`src/rtl/uart_pkg.sv`:
```
// Shared types and constants for the 8N1 UART receiver.
package uart_pkg;

  typedef enum logic [1:0] {
    IDLE,
    START,
    DATA,
    STOP
  } rx_state_t;

  localparam int DFLT_BAUD_DIV = 2604;
  localparam int DATA_BITS     = 8;

endpackage

```
`src/rtl/uart_rx_sync.sv`:
```
// Two-flop synchronizer for the asynchronous RX line, plus falling-edge detect.
module uart_rx_sync (
  input  logic clk,
  input  logic rst,
  input  logic RX,
  output logic rx_s,
  output logic fall
);

  logic rx_meta_q;
  logic rx_s_q;
  logic rx_prev_q;

  // Flops reset to the idle-high level so leaving reset never fakes an edge.
  always_ff @(posedge clk) begin
    if (rst) begin
      rx_meta_q <= 1'b1;
      rx_s_q    <= 1'b1;
      rx_prev_q <= 1'b1;
    end else begin
      rx_meta_q <= RX;
      rx_s_q    <= rx_meta_q;
      rx_prev_q <= rx_s_q;
    end
  end

  assign rx_s = rx_s_q;
  assign fall = rx_prev_q & ~rx_s_q;

endmodule

```
`src/rtl/uart_rx_8n1.sv`:
```
// 8N1 serial receiver: start-bit glitch rejection, framing-error pulse,
// and a rdy/clr_rdy handshake on the received byte.
module uart_rx_8n1
  import uart_pkg::*;
#(
  parameter int BAUD_DIV = DFLT_BAUD_DIV
) (
  input  logic       clk,
  input  logic       rst,
  input  logic       RX,
  input  logic       clr_rdy,
  output logic [7:0] rx_data,
  output logic       rdy,
  output logic       frm_err
);

  localparam int CW = $clog2(BAUD_DIV + 1);
  localparam int BW = $clog2(DATA_BITS + 1);
  localparam logic [CW-1:0] FULL     = CW'(BAUD_DIV);
  localparam logic [CW-1:0] HALF     = CW'(BAUD_DIV / 2);
  localparam logic [BW-1:0] LAST_BIT = BW'(DATA_BITS - 1);

  logic rx_s;
  logic fall;

  uart_rx_sync u_sync (
    .clk  (clk),
    .rst  (rst),
    .RX   (RX),
    .rx_s (rx_s),
    .fall (fall)
  );

  rx_state_t            state_q, state_d;
  logic [CW-1:0]        baud_q, baud_d;
  logic [BW-1:0]        bit_q, bit_d;
  logic [DATA_BITS-1:0] shift_q;
  logic [7:0]           data_q, data_d;
  logic                 rdy_q, rdy_d;
  logic                 frm_q, frm_d;
  logic                 shift_en;
  logic                 tick;

  // Expiry is the cycle the down-counter steps to zero, so a load of N
  // spaces samples exactly N clocks apart.
  assign tick = (baud_q == CW'(1));

  always_ff @(posedge clk) begin
    if (rst) begin
      state_q <= IDLE;
      baud_q  <= '0;
      bit_q   <= '0;
      data_q  <= '0;
      rdy_q   <= 1'b0;
      frm_q   <= 1'b0;
    end else begin
      state_q <= state_d;
      baud_q  <= baud_d;
      bit_q   <= bit_d;
      data_q  <= data_d;
      rdy_q   <= rdy_d;
      frm_q   <= frm_d;
    end
  end

  // Right shift so the first (LSB) bit ends up in bit 0 after eight samples.
  always_ff @(posedge clk) begin
    if (shift_en) begin
      shift_q <= {rx_s, shift_q[DATA_BITS-1:1]};
    end
  end

  always_comb begin
    state_d  = state_q;
    baud_d   = baud_q;
    bit_d    = bit_q;
    data_d   = data_q;
    rdy_d    = rdy_q;
    frm_d    = 1'b0;
    shift_en = 1'b0;

    if (clr_rdy) begin
      rdy_d = 1'b0;
    end

    unique case (state_q)
      IDLE: begin
        if (fall) begin
          state_d = START;
          baud_d  = HALF;
        end
      end
      START: begin
        if (tick) begin
          if (!rx_s) begin
            state_d = DATA;
            baud_d  = FULL;
            bit_d   = '0;
            rdy_d   = 1'b0;
          end else begin
            state_d = IDLE;
            baud_d  = '0;
          end
        end else begin
          baud_d = baud_q - CW'(1);
        end
      end
      DATA: begin
        if (tick) begin
          shift_en = 1'b1;
          bit_d    = bit_q + BW'(1);
          baud_d   = FULL;
          if (bit_q == LAST_BIT) begin
            state_d = STOP;
          end
        end else begin
          baud_d = baud_q - CW'(1);
        end
      end
      STOP: begin
        if (tick) begin
          state_d = IDLE;
          baud_d  = '0;
          if (rx_s) begin
            data_d = shift_q;
            rdy_d  = 1'b1;
          end else begin
            frm_d = 1'b1;
          end
        end else begin
          baud_d = baud_q - CW'(1);
        end
      end
      default: begin
        state_d = IDLE;
        baud_d  = '0;
      end
    endcase
  end

  assign rx_data = data_q;
  assign rdy     = rdy_q;
  assign frm_err = frm_q;

endmodule
```
`config.mk`:
```
export PLATFORM = sky130hd
export DESIGN_NAME = uart_rx_8n1
export DESIGN_NICKNAME = d
export VERILOG_FILES = /design/src/rtl/uart_pkg.sv /design/src/rtl/uart_rx_sync.sv /design/src/rtl/uart_rx_8n1.sv
export SDC_FILE = /design/constraint.sdc
export NUM_CORES = 1
export LEC_CHECK = 0
export CAP_MARGIN = 5
export CORE_ASPECT_RATIO = 1.5
export CORE_MARGIN = 1.5
export CORE_UTILIZATION = 34
export CTS_BUF_LIST = sky130_fd_sc_hd__clkbuf_4 sky130_fd_sc_hd__clkbuf_8
export DETAILED_ROUTE_END_ITERATION = 7
export GPL_ROUTABILITY_DRIVEN = 1
export PLACE_DENSITY = 0.59
export SLEW_MARGIN = 15
export SYNTH_ARGS = -nofsm -noshare
export SYNTH_HDL_FRONTEND = slang
export SYNTH_SLANG_ARGS = --single-unit
export TNS_END_PERCENT = 5
```
`constraint.sdc`:
```
create_clock -name clk -period 3 [get_ports clk]
set_input_delay 0.9 -clock clk [delete_from_list [all_inputs] [get_ports clk]]
set_output_delay 0.9 -clock clk [all_outputs]
set_load 0.01 [all_outputs]
```
==> impl_metrics.tcl <==
set metrics [dict create \
    status "finished, final reports clean" \
    relSlewSlack_pct 51.0 \
    htree_num_levels 2 \
    ys_types 47 \
    grt_pass1_wl_mm 6.65 \
    switching_power_uw 292 \
    ys_async_sr_fraction_pct 0 \
    cp-end-kind "register" \
    routed_via_density 5.48 \
    crit_fanout 8 \
    swShare_pct 25.1 \
    final_cell_mix "dfxtp_1, nor2_1, clkdlybuf4s50_1" \
    drv_slew 0 \
    cts_tree "built" \
    crit_chain "inv_1 -> ha_1 -> or4b_4 -> nor4_4 -> mux2i_1 -> nor2_1" \
    antenna_found_initial 0 \
    floorplan.initialDensity_pct 35.1 \
    grt_pass1_vias 1480 \
    synth-edff-count 8 \
    nFillCells 528 \
    synthSimpleGateAreaFrac_pct 22.8 \
    startpoint "baud_q[1]" \
    ys_ff_latch 39 \
    rsz0062_at_grt "false" \
    area_growth_pct 17.9 \
    path_class "register to register" \
    final_common_cell "dfxtp_1" \
    fin_crit_sh_pct 75.5 \
    syn-num-nets 193 \
    synthAdderAreaFrac_pct 2.10 \
    hpwl_mm 2.81 \
    seqCellArea_sq_um 861 \
    synth_xor_area_share_pct 0.490 \
    hp-start "u_sync.rx_meta_q" \
    cts_setup_buffers 0 \
    hold_violations 0 \
    holdBufCountCts 0 \
    worst_pin_slew_ns 0.729 \
    pin_count 14 \
    place_congestion 0.803 \
    fmax_mhz 442 \
    drc 0 \
    dr.pass1.iters 4 \
    synth_compound_area_share_pct 17.4 \
    port_buffers 13 \
    cts_buffer_depth 2 \
    p_comb_share_pct 12.9 \
    postSynthAreaPerCell_sq_um 9.61 \
    ant_nets 0 \
    wirelength_mm 3.92 \
    core_area_sq_mm 0.00508 \
    synthFlopType "dfxtp_1" \
    max_stage_delay_ns 0.70 \
    cts_buffers 5 \
    r2r-start "baud_q[1]" \
    timing.final.crit_period_ns 2.26 \
    path_clk_slew_ns 0.08 \
    grt_max_degree 22 \
    vdd_drop_max_mv 0.366 \
    clock_latency_ns 0.29 \
    maxCapViolCount 0 \
    hold_class "register to register" \
    synth_mux_area_share_pct 5.04 \
    via_count 1473 \
    critPathRequiredTime_ns 3.17 \
    finClkSkew_ns 0.00736 \
    p_leak_nw 0.710 \
    p_per_area_mw_per_mm2 554 \
    internal_power_uw 873 \
    die_x_um 62.2 \
    final_core_util_pct 41.4 \
    drtIter0Drc 52 \
    placementRows 32 \
    setup_viol 0 \
    dieArea_sq_mm 0.00571 \
    start_kind "register" \
    clock-sinks 39 \
    multi_input_area_sq_um 856 \
    syn_area_sq_mm 0.00179 \
    clkPwrFrac_pct 38.4 \
    wl_per_cell_um 14.6 \
    cts_resized 0 \
    holdWs_ns 0.411 \
    synth_top_family_by_area "simple AND/OR/NAND/NOR gates" \
    ys_seq_area_share_pct 48.2 \
    critPathArrivalTime_ns 2.44 \
    cts_root_buffer "clkbuf_8" \
    layout-drive-gt1-share_pct 11.4 \
    setup-tns-final_ns 0 \
    grt_use_total_pct 14.8 \
    synthCells 186 \
    cpMaxStageDelayCell "nor4_4" \
    yosys_warnings 0 \
    grt_remaining_overflow 0 \
    seqPwrFrac_pct 48.7 \
    final_nets 207 \
    die_y_um 91.8 \
    diodes 0 \
]
cell type report:
class | instances | area share [%]
inverter | 5 | 0.891
tap | 68 | 4.04
sequential | 39 | 40.9
clock buffer | 6 | 3.92
multi-input combinational | 131 | 40.6
clock inverter | 2 | 1.66
timing repair buffer | 18 | 7.96
sequential cells by signal (all words and copies together), names as in the netlist, named ones only:
name,cells
u_sync.rx_s,1
bit_q,4
rx_data,8
rdy,1
u_sync.rx_prev_q,1
u_sync.rx_meta_q,1
state_q,1
shift_q,8
baud_q,12
frm_err,1
final timing paths:
kind	end	slack (ns)	cells past startpoint
max	rx_data[4]	0.74	6
min	u_sync.rx_s	0.41	1
max reg2reg	rx_data[4]	0.74	6
min reg2reg	u_sync.rx_s	0.41	1
cells in the mapped netlist, types with 2 or more instances:
library cell  instances  area share, %
a21oi_1               9            2.5
a221oi_1              2           0.98
clkbuf_1              8            1.7
nor3_1                6            1.7
dfxtp_1              31             35
mux2i_1               9            5.0
edfxtp_1              8             13
or4_1                 2           0.84
ha_1                  3            2.1
a311oi_1              3            1.5
nand4_1               2           0.70
or2_2                 5            1.8
nand2b_1              5            1.8
buf_2                 2           0.56
a211oi_1              7            2.9
nand3_1               6            1.7
or3_1                 2           0.70
inv_1                 5            1.1
o21ai_0               5            1.4
nor2_1               23            4.8
nor2b_1               2           0.70
a2111oi_0             2           0.98
nand2_1               9            1.9
and3_1                2           0.70
nor4_1                6            2.1
power by group through the flow:
stage / clock network [mW] / logic, mW / registers [mW]
after detailed placement: 0 / 0.148 / 0.579
after global routing: 0.482 / 0.165 / 0.570
after global placement: 0 / 0.150 / 0.579
final: 0.447 / 0.150 / 0.568
after floorplan: 0 / 0.116 / 0.571
after CTS: 0.460 / 0.149 / 0.567
through the flow:
step | setup WS (ns) | instance area [sq um] | instances | power [mW]
after floorplan | 0.875 | 1790 | 186 | 0.687
after global placement | 0.683 | 1990 | 261 | 0.728
after detailed placement | 0.711 | 1990 | 261 | 0.727
after CTS | 0.716 | 2110 | 269 | 1.18
after global routing | 0.552 | 2110 | 269 | 1.22
final | 0.736 | 2110 | 269 | 1.17
logic make-up (layout without fill, tap and decap cells):
family | after synthesis | in the layout
muxes | 9 | 9
xor gates and xnor gates | 1 | 1
buffers and inverters | 16 | 31
DFF | 39 | 39
adders and majority gates | 3 | 3
and+or+nand+nor | 75 | 75
AOI/OAI and AO/OA | 43 | 43
critical path, delay by kind of cell (launching register included):
family	cells	cell delay [ns]
mux	1	0.26
flops	1	0.32
buf+inv	1	0.11
fa+ha+maj	1	0.19
simple gates	3	1.27
layer usage:
metal	share of wire, %	routed length, um	global-route usage [%]
met3	4.5	177	4.05
met1	42	1660	15.5
met5	0	0	0
met2	48	1870	25.6
met4	5.3	207	10.4
Power figures use the tool's default switching activity.
